$ cat config.mk
export PLATFORM = sky130hd
export DESIGN_NAME = middle_finder_seq
export DESIGN_NICKNAME = d
export VERILOG_FILES = /design/src/rtl/middle_finder_pkg.sv /design/src/rtl/middle_finder_seq_cmp_swap.sv /design/src/rtl/middle_finder_seq.sv
export SDC_FILE = /design/constraint.sdc
export NUM_CORES = 1
export LEC_CHECK = 0
export BUFFER_PORTS_ARGS = -buffer_cell sky130_fd_sc_hd__buf_2
export CORE_ASPECT_RATIO = 0.8
export CORE_MARGIN = 2
export CORE_UTILIZATION = 39
export CTS_CLUSTER_SIZE = 12
export DETAILED_ROUTE_END_ITERATION = 10
export PLACE_DENSITY_LB_ADDON = 0.1
export SYNTH_ARGS = -nofsm -noshare
export SYNTH_HDL_FRONTEND = slang
export SYNTH_HIERARCHICAL = 1
export SYNTH_SLANG_ARGS = --single-unit
$ cat constraint.sdc
create_clock -name Clk -period 8.3 [get_ports Clk]
set_input_delay 0 -clock Clk [delete_from_list [all_inputs] [get_ports Clk]]
set_output_delay 0 -clock Clk [all_outputs]
set_load 0.005 [all_outputs]
$ cat src/rtl/middle_finder_pkg.sv
// Shared constants for the sequential middle finder: one-hot states, sort steps, default width.
package middle_finder_pkg;

  localparam int WIDTH_DEF = 4;

  localparam logic [3:0] ST_INI  = 4'b0001;
  localparam logic [3:0] ST_LOAD = 4'b0010;
  localparam logic [3:0] ST_SORT = 4'b0100;
  localparam logic [3:0] ST_DONE = 4'b1000;

  // Sort steps, selected by cnt while in SORT
  localparam logic [1:0] STEP_01  = 2'd0;
  localparam logic [1:0] STEP_12  = 2'd1;
  localparam logic [1:0] STEP_01B = 2'd2;

endpackage

$ cat src/rtl/middle_finder_seq_cmp_swap.sv
// Combinational compare-and-swap: lo_out = min, hi_out = max; equal inputs pass straight through.
module cmp_swap #(
  parameter int WIDTH = 4
) (
  input  logic [WIDTH-1:0] lo_in,
  input  logic [WIDTH-1:0] hi_in,
  output logic [WIDTH-1:0] lo_out,
  output logic [WIDTH-1:0] hi_out
);

  logic swap;

  assign swap   = lo_in > hi_in;
  assign lo_out = swap ? hi_in : lo_in;
  assign hi_out = swap ? lo_in : hi_in;

endmodule

$ cat src/rtl/middle_finder_seq.sv
// Serial-load, three-step sort median finder with Done/Ack handshake.
// Define MIDDLE_FINDER_SEQ_MINMAX_EN to expose Min/Max ports.
module middle_finder_seq
  import middle_finder_pkg::*;
#(
  parameter int WIDTH = WIDTH_DEF
) (
  input  logic             Clk,
  input  logic             Reset,
  input  logic             Start,
  input  logic             In_valid,
  input  logic [WIDTH-1:0] Data_in,
  input  logic             Ack,
  output logic             In_ready,
  output logic [WIDTH-1:0] Middle,
`ifdef MIDDLE_FINDER_SEQ_MINMAX_EN
  output logic [WIDTH-1:0] Min,
  output logic [WIDTH-1:0] Max,
`endif
  output logic             Done,
  output logic             q_Ini,
  output logic             q_Load,
  output logic             q_Sort,
  output logic             q_Done
);

  logic [3:0]       state;
  logic [1:0]       cnt;
  logic [WIDTH-1:0] x0, x1, x2;

  logic [WIDTH-1:0] cs_lo_in, cs_hi_in, cs_lo, cs_hi;

  // Single comparator shared by all three steps; step 1 works on (X1,X2)
  assign cs_lo_in = (cnt == STEP_12) ? x1 : x0;
  assign cs_hi_in = (cnt == STEP_12) ? x2 : x1;

  cmp_swap #(.WIDTH(WIDTH)) u_cmp_swap (
    .lo_in  (cs_lo_in),
    .hi_in  (cs_hi_in),
    .lo_out (cs_lo),
    .hi_out (cs_hi)
  );

  always_ff @(posedge Clk) begin
    if (Reset) begin
      state <= ST_INI;
      cnt   <= 2'd0;
      x0    <= '0;
      x1    <= '0;
      x2    <= '0;
    end else begin
      case (state)
        ST_INI: begin
          if (Start) begin
            state <= ST_LOAD;
            cnt   <= 2'd0;
          end
        end
        ST_LOAD: begin
          if (In_valid) begin
            case (cnt)
              2'd0:    x0 <= Data_in;
              2'd1:    x1 <= Data_in;
              default: x2 <= Data_in;
            endcase
            if (cnt == 2'd2) begin
              state <= ST_SORT;
              cnt   <= 2'd0;
            end else begin
              cnt <= cnt + 2'd1;
            end
          end
        end
        ST_SORT: begin
          if (cnt == STEP_12) begin
            x1 <= cs_lo;
            x2 <= cs_hi;
          end else begin
            x0 <= cs_lo;
            x1 <= cs_hi;
          end
          if (cnt == STEP_01B) begin
            state <= ST_DONE;
            cnt   <= 2'd0;
          end else begin
            cnt <= cnt + 2'd1;
          end
        end
        ST_DONE: begin
          if (Ack) state <= ST_INI;
        end
        default: begin
          state <= ST_INI;
          cnt   <= 2'd0;
        end
      endcase
    end
  end

  assign q_Ini    = state[0];
  assign q_Load   = state[1];
  assign q_Sort   = state[2];
  assign q_Done   = state[3];
  assign In_ready = q_Load;
  assign Done     = q_Done;
  assign Middle   = x1;
`ifdef MIDDLE_FINDER_SEQ_MINMAX_EN
  assign Min      = x0;
  assign Max      = x2;
`endif

endmodule

Word level (Yosys, flattened, before mapping)
Index checks and enable logic that the tools add are counted.
{"block": "word_totals", "wordCells": 58, "in_bits": 9, "regBits": 18, "out_inout_bits": 10}
{"block": "op_classes", "bitwise_logic": 1, "eq_ne": 16, "mux": 26, "magnitude_cmp": 1, "n_addsub": 1, "n_reduce_logical": 8}
{"cell": "$mux 4", "n": 18}
{"cell": "$pmux 4 s2", "n": 3}
{"cell": "$ne 2x2->1 const B", "n": 9}
{"cell": "$pmux 4 s4", "n": 1}
{"cell": "$pmux 2 s4", "n": 1}
{"cell": "$reduce_and 4->1", "n": 2}
{"cell": "$mux 2", "n": 3}
{"cell": "$reduce_and 3->1", "n": 2}
{"cell": "$reduce_and 5->1", "n": 1}
{"cell": "$eq 4x1->1 const B", "n": 1}
{"cell": "$eq 4x2->1 const B", "n": 1}
{"cell": "$eq 4x3->1 const B", "n": 1}
{"cell": "$eq 4x4->1 const B", "n": 1}
{"cell": "$gt 4x4->1", "n": 1}
{"cell": "$add 2x1->2 const B", "n": 1}
{"cell": "$eq 2x1->1 const B", "n": 1}
{"cell": "$eq 2x2->1 const B", "n": 1}
{"cell": "$logic_not 2->1", "n": 1}
{"cell": "$ne 2x1->1 const B", "n": 1}
{"cell": "$reduce_bool 2->1", "n": 1}
{"cell": "$reduce_or 2->1", "n": 1}
{"cell": "$not 1->1", "n": 1}

Longest topological paths before layout
Gate-level depths: netlist of run 1.
{"block": "depth", "ltp_word": 6, "ltp_mapped": 12, "mapped_depth_nobuf": 11}

By module
Netlist of run 1, hierarchy kept.
{"mod": "middle_finder_seq", "area_each_um2": 1131.1, "instances": 1, "seq_area_each_um2": 360.3, "cells_each": 128}
{"mod": "cmp_swap", "area_each_um2": 206.4, "instances": 1, "seq_area_each_um2": 0.0, "cells_each": 21}

Least setup slack after synthesis of run 1
Ideal clock, no wire load.
{"block": "synth_timing", "path_type": "register -> register", "from": "reg cnt[0]", "to": "reg x1[1], in the netlist Middle[1]", "arrival_ns": 2.530, "path_slack_ns": 5.638, "required_time_ns": 8.168, "setup_ns": 0.132, "path_buffers": 1, "path_stages_with_launch": 11, "period_less_slack_ns": 2.662, "cell_sequence": "dfxtp_1 > nor2b_1 > buf_2 > mux2_2 > ha_1 > and4_1 > a21oi_4 > mux2_2 > mux2i_1 > a211o_1 > a21oi_1"}
{"block": "synth_via", "elab_chain_cells": 6, "word_cells_on_any_way": 10, "classes_between": "1 x order compare; 2 x eq/ne; 6 x mux; 1 x reduce/logical"}
{"item": "start, declared", "line": "middle_finder_seq.sv:28", "source": "logic [1:0] cnt;"}
{"item": "start signal, assigned", "line": "middle_finder_seq.sv:70", "source": "cnt <= cnt + 2'd1;"}
{"item": "start signal, assigned", "line": "middle_finder_seq.sv:86", "source": "cnt <= cnt + 2'd1;"}
{"item": "$eq 2x1->1", "line": "middle_finder_seq.sv:34", "source": "assign cs_lo_in = (cnt == STEP_12) ? x1 : x0;"}
{"item": "$mux 4", "line": "middle_finder_seq.sv:34"}
{"item": "via cs_lo_in[3]", "line": "middle_finder_seq.sv:31", "source": "logic [WIDTH-1:0] cs_lo_in, cs_hi_in, cs_lo, cs_hi;"}
{"item": "$gt 4x4->1", "line": "middle_finder_seq_cmp_swap.sv:13", "source": "assign swap = lo_in > hi_in;"}
{"item": "$mux 4", "line": "middle_finder_seq_cmp_swap.sv:14", "source": "assign lo_out = swap ? hi_in : lo_in;"}
{"item": "via cs_lo[1]", "line": "middle_finder_seq.sv:31"}
{"item": "$mux 4", "line": "middle_finder_seq.sv:75", "source": "if (cnt == STEP_12) begin"}
{"item": "$pmux 4 s2", "line": "middle_finder_seq.sv:52", "source": "case (state)"}
{"item": "end signal, assigned", "line": "middle_finder_seq.sv:63", "source": "2'd1: x1 <= Data_in;"}
{"item": "end signal, assigned", "line": "middle_finder_seq.sv:76", "source": "x1 <= cs_lo;"}
{"item": "end signal, assigned", "line": "middle_finder_seq.sv:80", "source": "x1 <= cs_hi;"}
{"item": "end, declared", "line": "middle_finder_seq.sv:29", "source": "logic [WIDTH-1:0] x0, x1, x2;"}
The timed path passes the listed nets, and every way through them passes these cells.
A chain may end at the register's enable or synchronous reset.

Worst setup path after layout of run 1
{"block": "layout_timing", "from": "reg cnt[0]", "to": "reg x1[3], in the netlist Middle[3]"}
{"block": "layout_via", "elab_chain_cells": 6, "word_cells_on_any_way": 10, "classes_between": "1 x order compare; 2 x eq/ne; 6 x mux; 1 x reduce/logical"}
{"item": "$eq 2x1->1 (*)", "line": "middle_finder_seq.sv:34"}
{"item": "$mux 4 (*)", "line": "middle_finder_seq.sv:34"}
{"item": "via cs_lo_in[3]", "line": "middle_finder_seq.sv:31"}
{"item": "$gt 4x4->1", "line": "middle_finder_seq_cmp_swap.sv:13"}
{"item": "$mux 4 (*)", "line": "middle_finder_seq_cmp_swap.sv:14"}
{"item": "via cs_lo[3]", "line": "middle_finder_seq.sv:31"}
{"item": "$mux 4 (*)", "line": "middle_finder_seq.sv:75"}
{"item": "$pmux 4 s2 (*)", "line": "middle_finder_seq.sv:52"}
Mark *: on every way through the listed nets, which the timed path passes. The rest lies on a longest branch.

==> results of run 1 <==
-- power groups by stage --
stage / clock [W] / combinational [W] / sequential (W)
finish: 0.0000609 / 0.000124 / 0.000119
detailed placement: 0 / 0.000123 / 0.000121
CTS: 0.0000637 / 0.000123 / 0.000119
global placement: 0 / 0.000120 / 0.000120
global route: 0.0000694 / 0.000136 / 0.000122
floorplan: 0 / 0.000112 / 0.000108
-- worst paths after layout --
path / endpoint / slack [ps] / cells past startpoint
setup / recovery: Middle[3] / 4940 / 9
hold / removal: state[0] / 100 / 3
setup reg to reg: Middle[3] / 4940 / 9
hold reg to reg: Middle[1] / 490 / 2
-- cell type report --
| cell class | count | area [µm²] |
|---|---|---|
| well taps | 40 | 50.0 |
| flip-flops and latches | 18 | 360 |
| clock buffers | 3 | 41.3 |
| fillers | 305 | 1710 |
| multi-input cells | 117 | 907 |
| repair buffers | 18 | 90.1 |
| inverters | 4 | 15.0 |
-- cells by family after synthesis --
group                    share of synthesized area (%)
adder cells (fa/ha/maj)                           3.74
flip-flops                                        26.9
AO/OA/AOI/OAI                                     23.7
buffers and inverters                             5.89
multiplexers                                      16.5
XOR/XNOR                                         0.655
AND/OR/NAND/NOR                                   22.6
-- per-stage QoR --
step                      hold slack, ps  total power [W]  cells  setup WS, ps  area, µm²
after floorplan                      184         0.000219    149          5640       1340
after global placement               331         0.000240    197          5030       1420
after detailed placement             350         0.000244    197          4970       1420
after CTS                           84.4         0.000307    200          4960       1460
after global routing                 104         0.000327    200          4710       1460
final                                104         0.000304    200          4940       1460
-- state kept, by name, indices dropped and copies added (netlist names) --
| register | cells |
|---|---|
| cnt | 2 |
| Middle | 4 |
| state | 4 |
| x0 | 4 |
| x2 | 4 |
-- routing by layer --
metal | GRT usage, % | routed length, µm | up-vias
li1 | - | - | 582
met1 | 23.2 | 1580 | 515
met2 | 25.4 | 1290 | 29
met3 | 4.67 | 138 | 0
met4 | 2.24 | 0 | 0
met5 | 0 | 0 | -
-- placed cells by master (no fill, tap or decap), types with 3 or more instances in the layout --
cell / count
nand3b_1: 3
clkbuf_8: 3
ha_1: 4
o21ai_0: 4
a211oi_1: 8
inv_1: 4
buf_2: 18
mux2_2: 14
a211o_1: 5
nand2_1: 4
nor2b_1: 8
mux2i_1: 4
a21oi_1: 16
nor2_1: 17
dfxtp_1: 18
-- worst max-delay path: stages (launching register included) --
cell and delay (ps):
dfxtp_1 440, nor2b_1 780, mux2_2 440, ha_1 340
and4_1 240, a21oi_4 260, mux2_2 390, mux2i_1 160
a211o_1 140, a21oi_1 50
==> impl_metrics.tcl, run 1 <==
set metrics [dict create \
    status "complete, no violations" \
    rr_startpoint "cnt[0]" \
    pwr-share-clk_pct 20.0 \
    cts_hold_buf 0 \
    max_cap_viol_count 0 \
    firstDrtPassIters 4 \
    dp_hpwl_um 2220 \
    ys_seq_elements 18 \
    clock-root-buffer "clkbuf_8" \
    cts_buffer_depth 2 \
    p_sw_w 0.000119 \
    finalCriticalPeriod_ps 3360 \
    hold_viol_final 0 \
    place_congestion 0.746 \
    setup_viol 0 \
    worst-endpoint-required_ps 8420 \
    rsz0062_at_grt "no" \
    pwr-share-seq_pct 39.3 \
    cts.sinks 18 \
    cts_max_level 1 \
    syn-cell-area_um2 1340 \
    clock_latency_ps 250 \
    netlist_instances 149 \
    die_area_um2 3920 \
    synth_area_per_cell_um2 8.98 \
    drt_iter0_drc 52 \
    worstSetupPathType "reg2reg" \
    power.share.switching_pct 39.0 \
    setup-tns-final_ps 0 \
    worstMarginPinSlew_ps 1110 \
    async_flop_share_pct 0 \
    slew_viol_final 0 \
    yosysTopAreaCell "dfxtp_1" \
    grt_pass1_vias 1055 \
    start_util_pct 42.1 \
    internal_power_w 0.000185 \
    cp_max_fo 10 \
    clock-skew-final_ps 5.47 \
    drive_above_1_share_pct 27.5 \
    antenna_found_initial 0 \
    synth_most_common_cell "dfxtp_1" \
    viasPerCell 5.63 \
    num_rows 18 \
    synth-seq-area-share_pct 26.9 \
    power_frac_comb_pct 40.7 \
    yosysTopAreaCellShare_pct 26.9 \
    wl_per_cell_um 15.1 \
    antenna_cells 0 \
    synth_area_leaders "dfxtp_1, mux2_2, a21oi_1" \
    clk_pin_slew_ps 70 \
    finalNetCount 175 \
    period_share_pct 40.5 \
    track_usage_pct 16.4 \
    end_kind "flip-flop" \
    yosysWarningCount 6 \
    vdd_ir_drop_max_uv 132 \
    cts.repair.resized 0 \
    synth_cell_types 42 \
    crit_arrival_ps 3490 \
    grt-ovfl-total 0 \
    synthesis.nets 162 \
    synth_enable_flop_cells 0 \
    cts_buffers 3 \
    cts_setup_buffers 0 \
    io_buffers 18 \
    power_density_nw_per_um2 208 \
    grt_max_degree 23 \
    core_area_um2 3180 \
    min_path_type "in2reg" \
    fmax_mhz 297 \
    synthToLayoutAreaGrowth_pct 9.45 \
    cp-startpoint "cnt[0]" \
    synth_commonest_cells "dfxtp_1, nor2_1, a21oi_1, mux2_2" \
    fin_util_pct 46.1 \
    route.final.wire_length_um 3010 \
    grt_pass1_wl_um 5140 \
    slew_headroom_pct 25.4 \
    start_kind "flip-flop" \
    synthFlopType "dfxtp_1" \
    dr_total_vias 1126 \
    cts_tree "yes" \
    power_leakage_nw 0.525 \
    io_pins 19 \
    die_y_um 56.4 \
    die_x_um 69.5 \
    drc 0 \
    antenna_left 0 \
    worstHoldStart "Start" \
]
(Power assumes the default switching activity.)
==> inputs of run 2 (changes only) <==
- clock period: 8.3 -> 2.88 ns (I/O delays scaled with it)
==> run 2 against run 1 <==
Against the previous run: highest routed layer unchanged; first-iteration DRC count fell by 38%; hold slack got worse by 35 ps; flip-flop and latch count did not move; clock power rose to 3.5 times the previous value; die area did not move; total power rose to 3.2 times the previous value; worst setup slack got worse by 4800 ps; maximum frequency rose by 24%; count of clock-buffer cells in the layout rose by 1; global-route usage rose by 0.91 points; routed wire length rose by 4.6%.
==> impl_metrics.tcl, run 2 (synthesis results as in run 1) <==
set metrics [dict create \
    status "complete, no violations" \
    slowest_delay_ps 370 \
    power_density_nw_per_um2 615 \
    vdd_ir_drop_max_uv 396 \
    cpLargestDelayFamily "multiplexers" \
    finalCriticalPeriod_ps 2720 \
    hold_viol_final 0 \
    antenna_cells 0 \
    crit_arrival_ps 2850 \
    clock-root-buffer "clkbuf_8" \
    antenna_left 0 \
    placed_cell_area_um2 1470 \
    cts.sinks 18 \
    final_cells 208 \
    die_area_um2 3920 \
    worstSetupPathType "reg2reg" \
    path_buf_inv 2 \
    crit_path_top_delay_cell "mux2_2" \
    cts_buffer_depth 2 \
    firstDrtPassIters 4 \
    end_kind "flip-flop" \
    pre_cts_slack_ps 34.2 \
    cp_cell_sequence "nor2b_2, buf_4, mux2_2, ha_1, and4_1, a21oi_4, buf_12, mux2_2, mux2i_1, a211o_1, a21oi_1" \
    drc 0 \
    clock_latency_ps 260 \
    slew_headroom_pct 39.1 \
    route.final.wire_length_um 3150 \
    grt_pass1_wl_um 5540 \
    clk_pin_slew_ps 70 \
    power_w 0.000959 \
    synthToLayoutAreaGrowth_pct 16.7 \
    io_pins 19 \
    drt_iter0_drc 32 \
    power_leakage_nw 0.577 \
    io_buffers 18 \
    place_congestion 0.743 \
    grt-ovfl-total 0 \
    start_kind "flip-flop" \
    finalNetCount 182 \
    cts_max_level 1 \
    min_path_type "in2reg" \
    drive_above_1_share_pct 32.1 \
    grt_max_degree 22 \
    cts_buffers 3 \
    fmax_mhz 368 \
    fin_area_um2 1560 \
    fillers 306 \
    grt_pass1_vias 1137 \
    final_cell_mix "dfxtp_1, buf_2, nor2_1" \
    antenna_found_initial 0 \
    cts_tree "yes" \
    dp_hpwl_um 2330 \
    worstMarginPinSlew_ps 910 \
    dr_total_vias 1173 \
    wl_per_cell_um 15.2 \
    viasPerCell 5.64 \
    worst-endpoint-required_ps 3010 \
    setup-tns-final_ps 0 \
    start_util_pct 42.1 \
    place_inst 203 \
    die_y_um 56.4 \
    clock-skew-final_ps 3.65 \
    slew_viol_final 0 \
    path_common_cell "mux2_2" \
    setup_viol 0 \
    num_rows 18 \
    max_cap_viol_count 0 \
    core_area_um2 3180 \
    rsz0062_at_grt "no" \
    cp_max_fo 8 \
    die_x_um 69.5 \
    setup_ws_ps 160 \
    period_share_pct 94.5 \
    track_usage_pct 17.3 \
]
run 2: worst paths after layout:
check        startpoint   endpoint  slack (ps)  cells after the start
min reg2reg   Middle[0]  Middle[0]         500                      2
min               Start   state[0]          70                      3
max              cnt[0]  Middle[2]         160                     11
max reg2reg      cnt[0]  Middle[2]         160                     11
run 2: what timing repair did:
item	in CTS	in global routing
endpoints found under the setup margin	0	7
setup buffers	0	1
hold buffers	0	0
gates resized for setup	0	5
run 2: stage by stage:
| step | hold slack [ps] | utilization, % |
|---|---|---|
| 3_3_place_gp | 331 | 46.2 |
| 4_1_cts | 64.9 | 48.0 |
| 3_5_place_dp | 334 | 46.2 |
| 6_report | 69.5 | 49.1 |
| 5_1_grt | 73.8 | 49.1 |
| 2_1_floorplan | 184 | - |
run 2: metal layers:
| layer | up-vias | GRT usage, % | part of all wire [%] |
|---|---|---|---|
| met3 | 0 | 4.67 | 5.2 |
| met1 | 547 | 24.5 | 52 |
| met4 | 0 | 1.68 | 0 |
| met2 | 31 | 27.3 | 43 |
| li1 | 595 | - | - |
| met5 | - | 0 | 0 |
run 2: cell type report:
cell class                 instances  area, µm²  area share, %
tap                               40       50.0           3.21
inverter                           4       15.0          0.962
clock buffer                       4       55.1           3.53
sequential                        18        360           23.1
multi-input combinational        117        925           59.3
timing repair buffer              25        155           9.94
run 2: power breakdown:
group	total (W)	leakage [nW]	switching, W	internal (W)
sequential	0.000343	0.146	0.0000660	0.000277
clock	0.000212	0.0288	0.0000907	0.000122
combinational	0.000404	0.402	0.000205	0.000199
total	0.000959	0.577	0.000362	0.000598
run 2: worst reg2reg max path, stage by stage (launching register included):
cell	delay [ps]
dfxtp_1	350
nor2b_2	160
buf_4	150
mux2_2	370
ha_1	340
and4_1	230
a21oi_4	140
buf_12	140
mux2_2	350
mux2i_1	160
a211o_1	140
a21oi_1	50
==> inputs of run 3 (changes only) <==
- RECOVER_POWER: default -> 50
==> run 3 against run 2 <==
Against the previous run: first-iteration DRC count down 3.1%; clock power about the same; total power down 1.7%; combinational power shrank 4%; final cell count did not move; routed wire length grew 0.70%; via count is 0.85% higher; hold slack about the same.
==> impl_metrics.tcl, run 3 (synthesis results as in run 1) <==
set metrics [dict create \
    slew_viol_final 0 \
    core_area_um2 3180 \
    hold_viol_final 0 \
    viasPerCell 5.69 \
    setup-tns-final_ps 0 \
    io_pins 19 \
    fin_area_um2 1540 \
    drt_iter0_drc 31 \
    track_usage_pct 17.3 \
    period_share_pct 94.5 \
    grt_pass1_vias 1137 \
    grt_max_degree 22 \
    place_congestion 0.743 \
    start_kind "flip-flop" \
    grt-ovfl-total 0 \
    finalCriticalPeriod_ps 2720 \
    fmax_mhz 367 \
    finalNetCount 182 \
    firstDrtPassIters 4 \
    antenna_left 0 \
    worstMarginPinSlew_ps 914 \
    cp_max_fo 8 \
    placed_cell_area_um2 1470 \
    cp-startpoint "cnt[0]" \
    die_y_um 56.4 \
    min_path_type "in2reg" \
    setup_ws_ps 158 \
    cts_buffer_depth 2 \
    rr_startpoint "cnt[0]" \
    pre_cts_slack_ps 34.2 \
    cts_tree "yes" \
    critPathCapture "Middle[2]" \
    start_util_pct 42.1 \
    drive_above_1_share_pct 28.6 \
    r2r-end "Middle[2]" \
    crit_arrival_ps 2850 \
    clock_latency_ps 260 \
    grt_pass1_wl_um 5540 \
    end_kind "flip-flop" \
    clock-skew-final_ps 4.18 \
    clk_pin_slew_ps 70 \
    dp_hpwl_um 2330 \
    cts_hold_buf 0 \
    hold_depth 3 \
    cts_max_level 1 \
    clock-root-buffer "clkbuf_8" \
    max_cap_viol_count 0 \
    power_density_nw_per_um2 615 \
    synthToLayoutAreaGrowth_pct 14.8 \
    drc 0 \
    antenna_cells 0 \
    vdd_ir_drop_max_uv 388 \
    final_cell_mix "dfxtp_1, nor2_1, a21oi_1" \
    fillers 310 \
    final_common_cell "dfxtp_1" \
    reg2regPathDepth 11 \
    status "complete, no violations" \
    worstSetupPathType "reg2reg" \
    rrSetupSlack_ps 160 \
    rsz0062_at_grt "no" \
    cts.sinks 18 \
    io_buffers 18 \
    slew_headroom_pct 38.8 \
    wl_per_cell_um 15.3 \
    die_x_um 69.5 \
    num_rows 18 \
    worst-endpoint-required_ps 3010 \
    power_leakage_nw 0.553 \
    dr_total_vias 1183 \
    route.final.wire_length_um 3170 \
    die_area_um2 3920 \
    setup_viol 0 \
    cts_buffers 3 \
    antenna_found_initial 0 \
]
[run 3: worst max-delay path, cell delays in order (launching register included)]
cell	delay [ps]
dfxtp_1	350
nor2b_2	160
buf_4	150
mux2_2	370
ha_1	340
and4_1	230
a21oi_4	140
buf_12	140
mux2_2	350
mux2i_1	160
a211o_1	140
a21oi_1	50
[run 3: metrics by stage]
step                total power [W]  utilization [%]  hold slack, ps  instances
detailed placement         0.000713             46.2             334        203
global placement           0.000702             46.2             331        203
finish                     0.000943             48.3            69.9        208
floorplan                  0.000632                -             184        149
global route                0.00101             48.3            73.8        208
CTS                        0.000926             48.0            64.9        207
[run 3: repair_timing]
action,in CTS,in global routing
hold endpoints to repair,0,0
setup buffers,0,1
resized for setup,0,5
setup endpoints to repair,0,7
[run 3: layout make-up]
cell class / instances / area, µm² / share of cell area (%)
multi-input cells: 117 / 906 / 59.0
flip-flops and latches: 18 / 360 / 23.5
repair buffers: 25 / 149 / 9.70
clock buffers: 4 / 55.1 / 3.59
well taps: 40 / 50.0 / 3.26
inverters: 4 / 15.0 / 0.978
[run 3: layer usage]
metal	up-vias	GRT usage (%)	part of all wire (%)
met5	-	0	0
met4	0	1.68	0.38
met3	2	4.67	4.3
met2	28	27.3	43
met1	556	24.5	53
li1	597	-	-
[run 3: where the power goes]
part | switching, W | internal [W] | total [W] | leakage, nW
registers | 0.0000664 | 0.000277 | 0.000343 | 0.146
logic | 0.000197 | 0.000191 | 0.000388 | 0.379
clock network | 0.0000912 | 0.000122 | 0.000213 | 0.0288
[run 3: worst min path at each step]
stage | slack [ps] | from | endpoint
final | 70 | Start | state[0]
after CTS | 60 | Start | state[0]
after global routing | 70 | Start | state[0]
after detailed placement | 330 | Start | state[0]
after global placement | 330 | Start | state[0]
after floorplan | 180 | Reset | state[1]
